--- src/rtl/mp3_pc_key_pio_if.sv ---
// Avalon-MM slave bus bundle for the front-panel key input port.
// Ports: address, chipselect, write_n, writedata in; readdata out.
interface mp3_pc_key_pio_if;
  logic [1:0]  address;
  logic        chipselect;
  logic        write_n;
  logic [31:0] writedata;
  logic [31:0] readdata;

  modport master (
    output address,
    output chipselect,
    output write_n,
    output writedata,
    input  readdata
  );

  modport slave (
    input  address,
    input  chipselect,
    input  write_n,
    input  writedata,
    output readdata
  );
endinterface

--- src/rtl/mp3_pc_key_pio.sv ---
// MP3 front-panel key PIO: sync, debounce, press capture, masked irq.
// Ports: clk, reset (sync, high), bus (Avalon slave), key_n, irq.
module mp3_pc_key_pio #(
  parameter int WIDTH           = 4,
  parameter int DEBOUNCE_CYCLES = 500000,
  parameter int CNT_W           = 20
) (
  input  logic             clk,
  input  logic             reset,
  mp3_pc_key_pio_if.slave  bus,
  input  logic [WIDTH-1:0] key_n,
  output logic             irq
);

  localparam logic [CNT_W-1:0] LAST =
    CNT_W'(DEBOUNCE_CYCLES - 1);

  logic [WIDTH-1:0] s1;
  logic [WIDTH-1:0] s2;
  logic [WIDTH-1:0] stable;
  logic [WIDTH-1:0] stable_nx;
  logic [WIDTH-1:0] edge_cap;
  logic [WIDTH-1:0] edge_cap_nx;
  logic [WIDTH-1:0] irq_mask;
  logic [WIDTH-1:0] irq_mask_nx;
  logic [WIDTH-1:0] clr;
  logic [CNT_W-1:0] cnt    [WIDTH];
  logic [CNT_W-1:0] cnt_nx [WIDTH];
  logic             wr_en;
  logic [31:0]      rd_mux;
  logic [31:0]      readdata_q;
  logic             unused_wd;

  assign unused_wd = ^bus.writedata;
  assign wr_en = bus.chipselect & ~bus.write_n;

  always_comb begin
    stable_nx = stable;
    for (int i = 0; i < WIDTH; i++) begin
      cnt_nx[i] = '0;
      if (s2[i] != stable[i]) begin
        if (cnt[i] == LAST)
          stable_nx[i] = s2[i];
        else
          cnt_nx[i] = cnt[i] + CNT_W'(1);
      end
    end
  end

  // a press on the clearing edge survives the clear
  always_comb begin
    irq_mask_nx = irq_mask;
    clr         = '0;
    if (wr_en && bus.address == 2'd2)
      irq_mask_nx = bus.writedata[WIDTH-1:0];
    if (wr_en && bus.address == 2'd3)
      clr = bus.writedata[WIDTH-1:0];
    edge_cap_nx = (edge_cap & ~clr)
                | (stable_nx & ~stable);
  end

  always_comb begin
    rd_mux = '0;
    unique case (bus.address)
      2'd0: rd_mux[WIDTH-1:0] = stable;
      2'd1: rd_mux = '0;
      2'd2: rd_mux[WIDTH-1:0] = irq_mask;
      2'd3: rd_mux[WIDTH-1:0] = edge_cap;
    endcase
  end

  always_ff @(posedge clk) begin
    if (reset) begin
      s1         <= '0;
      s2         <= '0;
      stable     <= '0;
      edge_cap   <= '0;
      irq_mask   <= '0;
      readdata_q <= '0;
      irq        <= 1'b0;
      for (int i = 0; i < WIDTH; i++)
        cnt[i] <= '0;
    end else begin
      s1       <= ~key_n;
      s2       <= s1;
      stable   <= stable_nx;
      edge_cap <= edge_cap_nx;
      irq_mask <= irq_mask_nx;
      irq      <= |(edge_cap_nx & irq_mask_nx);
      for (int i = 0; i < WIDTH; i++)
        cnt[i] <= cnt_nx[i];
      if (bus.chipselect)
        readdata_q <= rd_mux;
    end
  end

  assign bus.readdata = readdata_q;

endmodule

--- src/flat_wrapper.sv ---
// flat-port wrapper written by rule: the top's interface ports become plain ports
module mp3_pc_key_pio_flat 
#(
  parameter int WIDTH           = 4,
  parameter int DEBOUNCE_CYCLES = 500000,
  parameter int CNT_W           = 20
)
  (clk, reset, key_n, irq, bus_address, bus_chipselect, bus_write_n, bus_writedata, bus_readdata);
  mp3_pc_key_pio_if bus_i ();
  input  logic clk;
  input  logic reset;
  input  logic [WIDTH-1:0] key_n;
  output logic irq;
  input wire logic [$bits(bus_i.address)-1:0] bus_address;
  input wire logic [$bits(bus_i.chipselect)-1:0] bus_chipselect;
  input wire logic [$bits(bus_i.write_n)-1:0] bus_write_n;
  input wire logic [$bits(bus_i.writedata)-1:0] bus_writedata;
  output wire logic [$bits(bus_i.readdata)-1:0] bus_readdata;
  assign bus_i.address = bus_address;
  assign bus_i.chipselect = bus_chipselect;
  assign bus_i.write_n = bus_write_n;
  assign bus_i.writedata = bus_writedata;
  assign bus_readdata = bus_i.readdata;
  mp3_pc_key_pio #(.WIDTH(WIDTH), .DEBOUNCE_CYCLES(DEBOUNCE_CYCLES), .CNT_W(CNT_W)) u_core (.clk(clk), .reset(reset), .bus(bus_i), .key_n(key_n), .irq(irq));
endmodule
--- config.mk ---
export PLATFORM = sky130hd
export DESIGN_NAME = mp3_pc_key_pio_flat
export DESIGN_NICKNAME = d
export VERILOG_FILES = /design/src/rtl/mp3_pc_key_pio_if.sv /design/src/rtl/mp3_pc_key_pio.sv /design/src/flat_wrapper.sv
export SDC_FILE = /design/constraint.sdc
export NUM_CORES = 1
export LEC_CHECK = 0
export BUFFER_PORTS_ARGS = -buffer_cell sky130_fd_sc_hd__buf_2
export CAP_MARGIN = 20
export CORE_UTILIZATION = 47
export DETAILED_ROUTE_END_ITERATION = 10
export PLACE_DENSITY_LB_ADDON = 0.15
export SLEW_MARGIN = 20
export SYNTH_ARGS = -nofsm -noshare
export SYNTH_HDL_FRONTEND = slang
export SYNTH_SLANG_ARGS = --single-unit
--- constraint.sdc ---
create_clock -name clk -period 2.4 [get_ports clk]
set_input_delay 0.24 -clock clk [delete_from_list [all_inputs] [get_ports clk]]
set_output_delay 0.24 -clock clk [all_outputs]
set_load 0.01 [all_outputs]
==> implementation parameters, run 1 <==
Parameter                              Value

Status
  Outcome    finished, final reports clean

Worst setup path
  Internal reg-to-reg setup slack    0.49 ns
  Startpoint type of the worst setup path    flip-flop
  Worst reg2reg endpoint    u_core.cnt[0][38]$_SDFF_PP0_
  CP Max Fanout    6
  Worst Path Required    2.66 ns
  CP Class    reg2reg
  Type of destination of the critical path    flip-flop
  Arrival time at the worst endpoint    2.17 ns
  Launch point of the worst reg-to-reg path    u_core.cnt[0][20]$_SDFF_PP0_
  Critical path capture point    u_core.cnt[0][38]$_SDFF_PP0_
  CP Launch Point    u_core.cnt[0][20]$_SDFF_PP0_
  Logic depth of the worst register-to-register path    6

STA
  Max Clk Rate    0.525 GHz
  Sum of negative setup slack    0 ns
  Final Setup Violations    0
  Portion of the clock cycle consumed by the worst path in the final layout    approximately four fifths
  RSZ-0062 raised after global routing    false
  Endpoints failing hold    0
  Fin. max-slew vios    0
  Tmin final    1.91 ns
  Worst setup skew after layout    0.0115 ns

CTS
  Clock Pin Slew Worst Setup and Hold Paths    0.10 ns
  Clock network latency to the later pin of the worst-skew pair    approximately 0.36 ns
  Root cell of the clock tree    clkbuf_8
  Count of H-tree levels built during CTS    3
  Count of instances resized after the clock tree is built    0
  Clock Path Buffers    2
  TritonCTS Buffers    9
  Count of clock tree sinks    about 110
  TritonCTS clock tree    yes

Layout
  Number of fill cells in the layout    approximately 980
  Storage element area    0.00210 mm2
  Area of all placed cells without fillers    0.00504 mm2
  Share of post-route cells with drive strength above 1    9.93%
  Total Nets Final    595
  Area of the multi-input gates    ~0.0024 mm2
  Final cell utilization of the core    between 50% and 60%
  Diodes inserted    0
  Signed area change from the synthesized netlist to the final layout    6.68%

Pwr
  Sequential Power Share    60.1%
  Internal Power    2270 uW
  Power per Cell Area    582 mW/mm2
  Worst VDD drop    0.378 mV
  Static Leakage    around 0.0017 uW
  Switching component of the power    659 uW
  Clock Power Share    36.7%
  Switching fraction of total power    22.5%
  Combinational cell fraction of total power    3.1%

Place
  Number of buffer cells added on primary ports    18
  Final weighted congestion in routability-driven placement    roughly 0.75
  Post-detail-place hpwl    around 5.6 mm
  Placed Area    just under 0.005 mm2

Detailed routing
  ANT nets after route    0
  Length of routed met2 wiring    3.75 mm
  Count of TritonRoute iterations in the first routing pass    4
  Violation count after the first detailed-route iteration    66
  WL final    approximately 8.0 mm
  Wire length on met3    338 um
  Vias per cell    around 5
  Count of vias placed by the detailed router    3409
  Routed length per placed instance    11.6 um
  Highest metal layer with signal wires    met4
  DRC    0
  Wire length the detailed router placed on met1    3.80 mm

Die
  DIE AREA    0.0105 mm2
  Width of the die    102 um
  Floorplan Core Area    0.00977 mm2
  # rows    36
  Vert. Die Dim    102 um
  Starting Density    48.3%
  I/O pin total    75

Synthesis
  EDFF count, synth    0
  Yosys cell types    43
  Most numerous cell types in the synthesized netlist    112 x nor2_1, 105 x dfxtp_1, 40 x xnor2_1
  Instance count of the mapped netlist    532
  Area share of the largest cell type after synthesis    44.5%
  Post-Synth Simple-Gate Area    27.4%
  Synthesized area per cell    about 8.9 um2
  Most instantiated library cell after synthesis    nor2_1
  Top cells by area in the synthesized netlist    dfxtp_1 45%, nor2_1 8.9%, xnor2_1 7.4%
  Xor and xnor fraction of the mapped netlist area    between 10% and 20%
  Synth Register Bits    roughly 110
  Cell taking the most area after synthesis    dfxtp_1
  Adder-cell share of the synthesized area    1.06%
  Synth async-reset ratio    0%
  Sequential element share of the synthesized area    44.5%
  Mux share of post-synthesis cell area    2.33%
  Largest family of logic cells by synthesized area    simple AND/OR/NAND/NOR gates
  Compound-gate portion of the synthesized area    3.31%
  Netlist Area Pre-Place    0.00472 mm2
  Post-synth top flop    dfxtp_1
  Ys Warns    0

Global route
  Global-route usage over all layers    17.0%
  Largest net degree at the start of global routing    30
  Global-route wire length before repair    14.0 mm
  Total global routing overflow    0
  Antenna violations before repair    0
  Via count of the first global-routing pass    3151

Min path
  Path type of the worst min-delay path    in2reg
  Instance count along the most critical hold path    2

Flow run
  Max-cap violation count    0
-- per-stage QoR --
stage / hold slack [ns] / total power [uW] / setup slack [ns] / instances
5_1_grt: 0.00614 / 3070 / 0.296 / 687
2_1_floorplan: 0.307 / 1900 / 0.735 / 559
3_5_place_dp: 0.399 / 1890 / 0.482 / 668
3_3_place_gp: 0.396 / 1890 / 0.569 / 668
6_report: 0.0270 / 2930 / 0.494 / 687
4_1_cts: 0.0110 / 2980 / 0.452 / 687
-- cells in the final DEF (no fill, tap or decap), types with 2 or more instances in the layout --
| cell type | n |
|---|---|
| a21boi_0 | 4 |
| a21oi_1 | 2 |
| and3_1 | 10 |
| and4_1 | 2 |
| buf_2 | 18 |
| buf_4 | 4 |
| clkbuf_8 | 9 |
| clkinvlp_4 | 2 |
| conb_1 | 28 |
| dfxtp_1 | 105 |
| dlygate4sd3_1 | 3 |
| ha_1 | 4 |
| inv_1 | 11 |
| mux2i_1 | 11 |
| nand2_1 | 27 |
| nand2b_1 | 2 |
| nand3_1 | 26 |
| nand3_2 | 2 |
| nand4_1 | 22 |
| nor2_1 | 112 |
| nor2_2 | 4 |
| nor2b_1 | 4 |
| nor3_1 | 12 |
| nor3_2 | 3 |
| nor3_4 | 2 |
| nor4_1 | 9 |
| nor4b_1 | 5 |
| nor4bb_1 | 2 |
| o211ai_1 | 4 |
| o21ai_0 | 5 |
| o21ba_2 | 3 |
| o21bai_1 | 3 |
| or3_1 | 4 |
| xnor2_1 | 40 |
| xor2_1 | 36 |
-- routing by layer --
layer	up-vias	global-route usage, %
li1	1748	-
met1	1594	21.2
met2	57	28.1
met3	10	5.34
met4	0	5.16
met5	-	0
-- power by group through the flow --
stage / Combinational [uW] / Clock (uW) / Sequential [uW]
after global placement: 88.6 / 0 / 1800
after CTS: 93.4 / 1130 / 1760
after global routing: 109 / 1200 / 1760
after floorplan: 97.0 / 0 / 1800
after detailed placement: 89.6 / 0 / 1800
final: 92.3 / 1080 / 1760
-- layout make-up --
cell class,count,share of cell area (%)
timing repair buffer,25,2.98
multi-input combinational,397,47.3
clock inverter,6,1.34
tap,133,3.30
clock buffer,10,2.53
inverter,11,0.820
sequential,105,41.7
-- worst max-delay path, stage by stage, from the launching register on --
cell     delay (ns)
dfxtp_1        0.38
ha_1           0.22
nand4_1        0.28
nor4_1         0.50
nand4_1        0.19
xor2_1         0.17
nor2_1         0.05
-- sequential cells by signal (all words and copies together), names as in the netlist --
| signal | count |
|---|---|
| u_core.bus.readdata | 4 |
| u_core.s1 | 4 |
| u_core.cnt | 80 |
| u_core.irq_mask | 4 |
| u_core.irq | 1 |
| u_core.edge_cap | 4 |
| u_core.s2 | 4 |
| u_core.stable | 4 |
-- cell families after synthesis --
logic type	count (synthesis)
other	1
and+or+nand+nor	256
buffers and inverters	57
xor gates and xnor gates	76
adders and majority gates	4
AOI/OAI and AO/OA	22
muxes	11
DFF	105
-- worst min-delay path by stage --
stage / start / end / slack (ns)
global placement: key_n[3] / u_core.s1[3]$_SDFF_PP0_ / 0.40
floorplan: key_n[3] / u_core.s1[3]$_SDFF_PP0_ / 0.31
CTS: key_n[2] / u_core.s1[2]$_SDFF_PP0_ / 0.01
global route: key_n[2] / u_core.s1[2]$_SDFF_PP0_ / 0.006
finish: key_n[2] / u_core.s1[2]$_SDFF_PP0_ / 0.03
detailed placement: key_n[3] / u_core.s1[3]$_SDFF_PP0_ / 0.40
-- repair_timing --
action | 4_1_cts | 5_1_grt
hold buffers | 3 | 0
hold endpoints to repair | 3 | 0
setup buffers | 0 | 0
Note: power is estimated with default switching activity, not from simulation.
==> run 2: changes to the inputs <==
==> constraint.sdc (replaced) <==
create_clock -name clk -period 1.9 [get_ports clk]
set_input_delay 0.19 -clock clk [delete_from_list [all_inputs] [get_ports clk]]
set_output_delay 0.19 -clock clk [all_outputs]
set_load 0.01 [all_outputs]
==> implementation parameters, run 2 (synthesis results as in run 1) <==
Parameter                              Value

Detailed routing
  Routed length per placed instance    12.0 um
  Highest metal layer with signal wires    met4
  ANT nets after route    0
  Vias per cell    4.91
  Count of vias placed by the detailed router    3445
  WL final    8.40 mm
  Count of TritonRoute iterations in the first routing pass    4
  Violation count after the first detailed-route iteration    80
  Wire length on met3    283 um
  Wire length the detailed router placed on met1    4.03 mm
  Length of routed met2 wiring    between 3 and 4 mm
  DRC    0

STA
  Endpoints failing hold    0
  Portion of the clock cycle consumed by the worst path in the final layout    94.0%
  Fin. max-slew vios    0
  Final Setup Violations    0
  Tmin final    roughly 1.8 ns
  Max Clk Rate    0.560 GHz
  Worst setup skew after layout    ~0.011 ns
  Sum of negative setup slack    0 ns
  Setup ws final    between 0.1 and 0.15 ns
  RSZ-0062 raised after global routing    false
  Hold Worst Slack    0.107 ns

Min path
  Instance count along the most critical hold path    3
  Source of the worst hold timing path    bus_writedata[3]
  Path type of the worst min-delay path    in2reg
  Worst Hold End    u_core.irq_mask[3]$_SDFF_PP0_

Global route
  Global-route wire length before repair    14.3 mm
  Via count of the first global-routing pass    about 3200
  Antenna violations before repair    0
  Largest net degree at the start of global routing    21
  Total global routing overflow    0
  Global-route usage over all layers    ~18%

Place
  Post-detail-place hpwl    6.07 mm
  Final weighted congestion in routability-driven placement    0.753
  Number of instances in the placed design    680
  Post-placement setup slack    approximately 0.072 ns
  Number of buffer cells added on primary ports    18

Worst setup path
  Type of destination of the critical path    flip-flop
  Startpoint type of the worst setup path    flip-flop
  CP Max Fanout    20
  Arrival time at the worst endpoint    2.05 ns
  Worst Path Required    2.16 ns
  Launch point of the worst reg-to-reg path    u_core.cnt[0][73]$_SDFF_PP0_
  Logic depth of the worst register-to-register path    6
  CP Class    reg2reg
  Internal reg-to-reg setup slack    0.11 ns
  Worst reg2reg endpoint    u_core.cnt[0][69]$_SDFF_PP0_

Layout
  Share of post-route cells with drive strength above 1    13.0%
  Commonest non-fill, non-tap cell in the layout    nor2_1
  Register ranked first by flip-flop count    u_core.cnt
  Area of the multi-input gates    ~0.0024 mm2
  Storage element area    roughly 0.0021 mm2
  Commonest cells after routing, fill and taps aside    112 x nor2_1, 105 x dfxtp_1, 40 x xnor2_1, 36 x xor2_1, 28 x conb_1
  Diodes inserted    0
  Number of fill cells in the layout    around 940
  Signed area change from the synthesized netlist to the final layout    10.7%
  Number of cells in the finished layout apart from fillers    701
  Max reg flops    80
  Total Nets Final    slightly above 600

Die
  I/O pin total    75
  DIE AREA    0.0105 mm2
  Floorplan Core Area    0.00977 mm2
  Width of the die    ~100 um
  # rows    36
  Vert. Die Dim    102 um
  Starting Density    48.3%

CTS
  Root cell of the clock tree    clkbuf_8
  Clock network latency to the later pin of the worst-skew pair    ~0.37 ns
  Clock Path Buffers    2
  TritonCTS clock tree    yes
  Clock Pin Slew Worst Setup and Hold Paths    0.10 ns
  Count of H-tree levels built during CTS    3
  TritonCTS Buffers    9
  Count of clock tree sinks    105

Pwr
  Power per Cell Area    705 mW/mm2
  Worst VDD drop    0.551 mV
  Static Leakage    0.00178 uW

Flow run
  Max-cap violation count    0

Status
  Outcome    finished, final reports clean
[run 2: changes by cell type in the layout (fill, tap and decap cells not counted), sizes merged]
cell         before  now
bufinv            1    0
clkbuf           10   12
clkinv            2    3
inv              12   11
clkinvlp          2    1
dlygate4sd3       3    4
buf              22   35
[run 2: area by class of cell]
class	count	area share, %
multi-input cells	397	46.5
flip-flops and latches	105	40.2
repair buffers	39	5.65
well taps	133	3.18
clock buffers	12	3.16
inverters	11	0.790
clock inverters	4	0.503
[run 2: how the worst max path moves through the flow]
stage	cells past startpoint	endpoint	startpoint
after floorplan	8	u_core.cnt[0][10]$_SDFF_PP0_	u_core.cnt[0][0]$_SDFF_PP0_
after global placement	7	u_core.cnt[0][19]$_SDFF_PP0_	u_core.cnt[0][0]$_SDFF_PP0_
after detailed placement	6	u_core.cnt[0][38]$_SDFF_PP0_	u_core.cnt[0][21]$_SDFF_PP0_
after CTS	6	u_core.cnt[0][38]$_SDFF_PP0_	u_core.cnt[0][21]$_SDFF_PP0_
after global routing	6	u_core.cnt[0][74]$_SDFF_PP0_	u_core.cnt[0][73]$_SDFF_PP0_
final	6	u_core.cnt[0][69]$_SDFF_PP0_	u_core.cnt[0][73]$_SDFF_PP0_
[run 2: metrics by stage]
step	power (uW)	utilization (%)	area [um2]
final	3680	53.5	5230
after global routing	3840	53.5	5230
after CTS	3740	52.9	5170
after detailed placement	2400	50.5	4940
after global placement	2400	50.5	4940
after floorplan	2400	-	4820
[run 2: layer usage]
metal  track usage, %  up-vias
li1                 -     1779
met5                0        -
met4             6.48        0
met1             21.9     1607
met2             28.9       49
met3             5.06       10
[run 2: repair_timing]
item                       in CTS  in global routing
setup endpoints to repair       0                 12
gates resized for setup         0                  7
setup buffers                   0                  1
hold buffers                    4                  0
hold endpoints to repair        4                  0
[run 2: critical path: stages, from the launching register on]
cell	delay (ns)
dfxtp_1	0.41
nor4b_1	0.34
nand3_1	0.21
nor3_1	0.31
or3_1	0.20
buf_12	0.16
nor2_1	0.06
[run 2: power breakdown]
part | total (uW) | leakage (uW) | switching [uW] | internal [uW]
combinational | 132 | 0.000835 | 82.7 | 49.0
clock | 1330 | 0.0000984 | 746 | 582
sequential | 2220 | 0.000848 | 8.94 | 2220
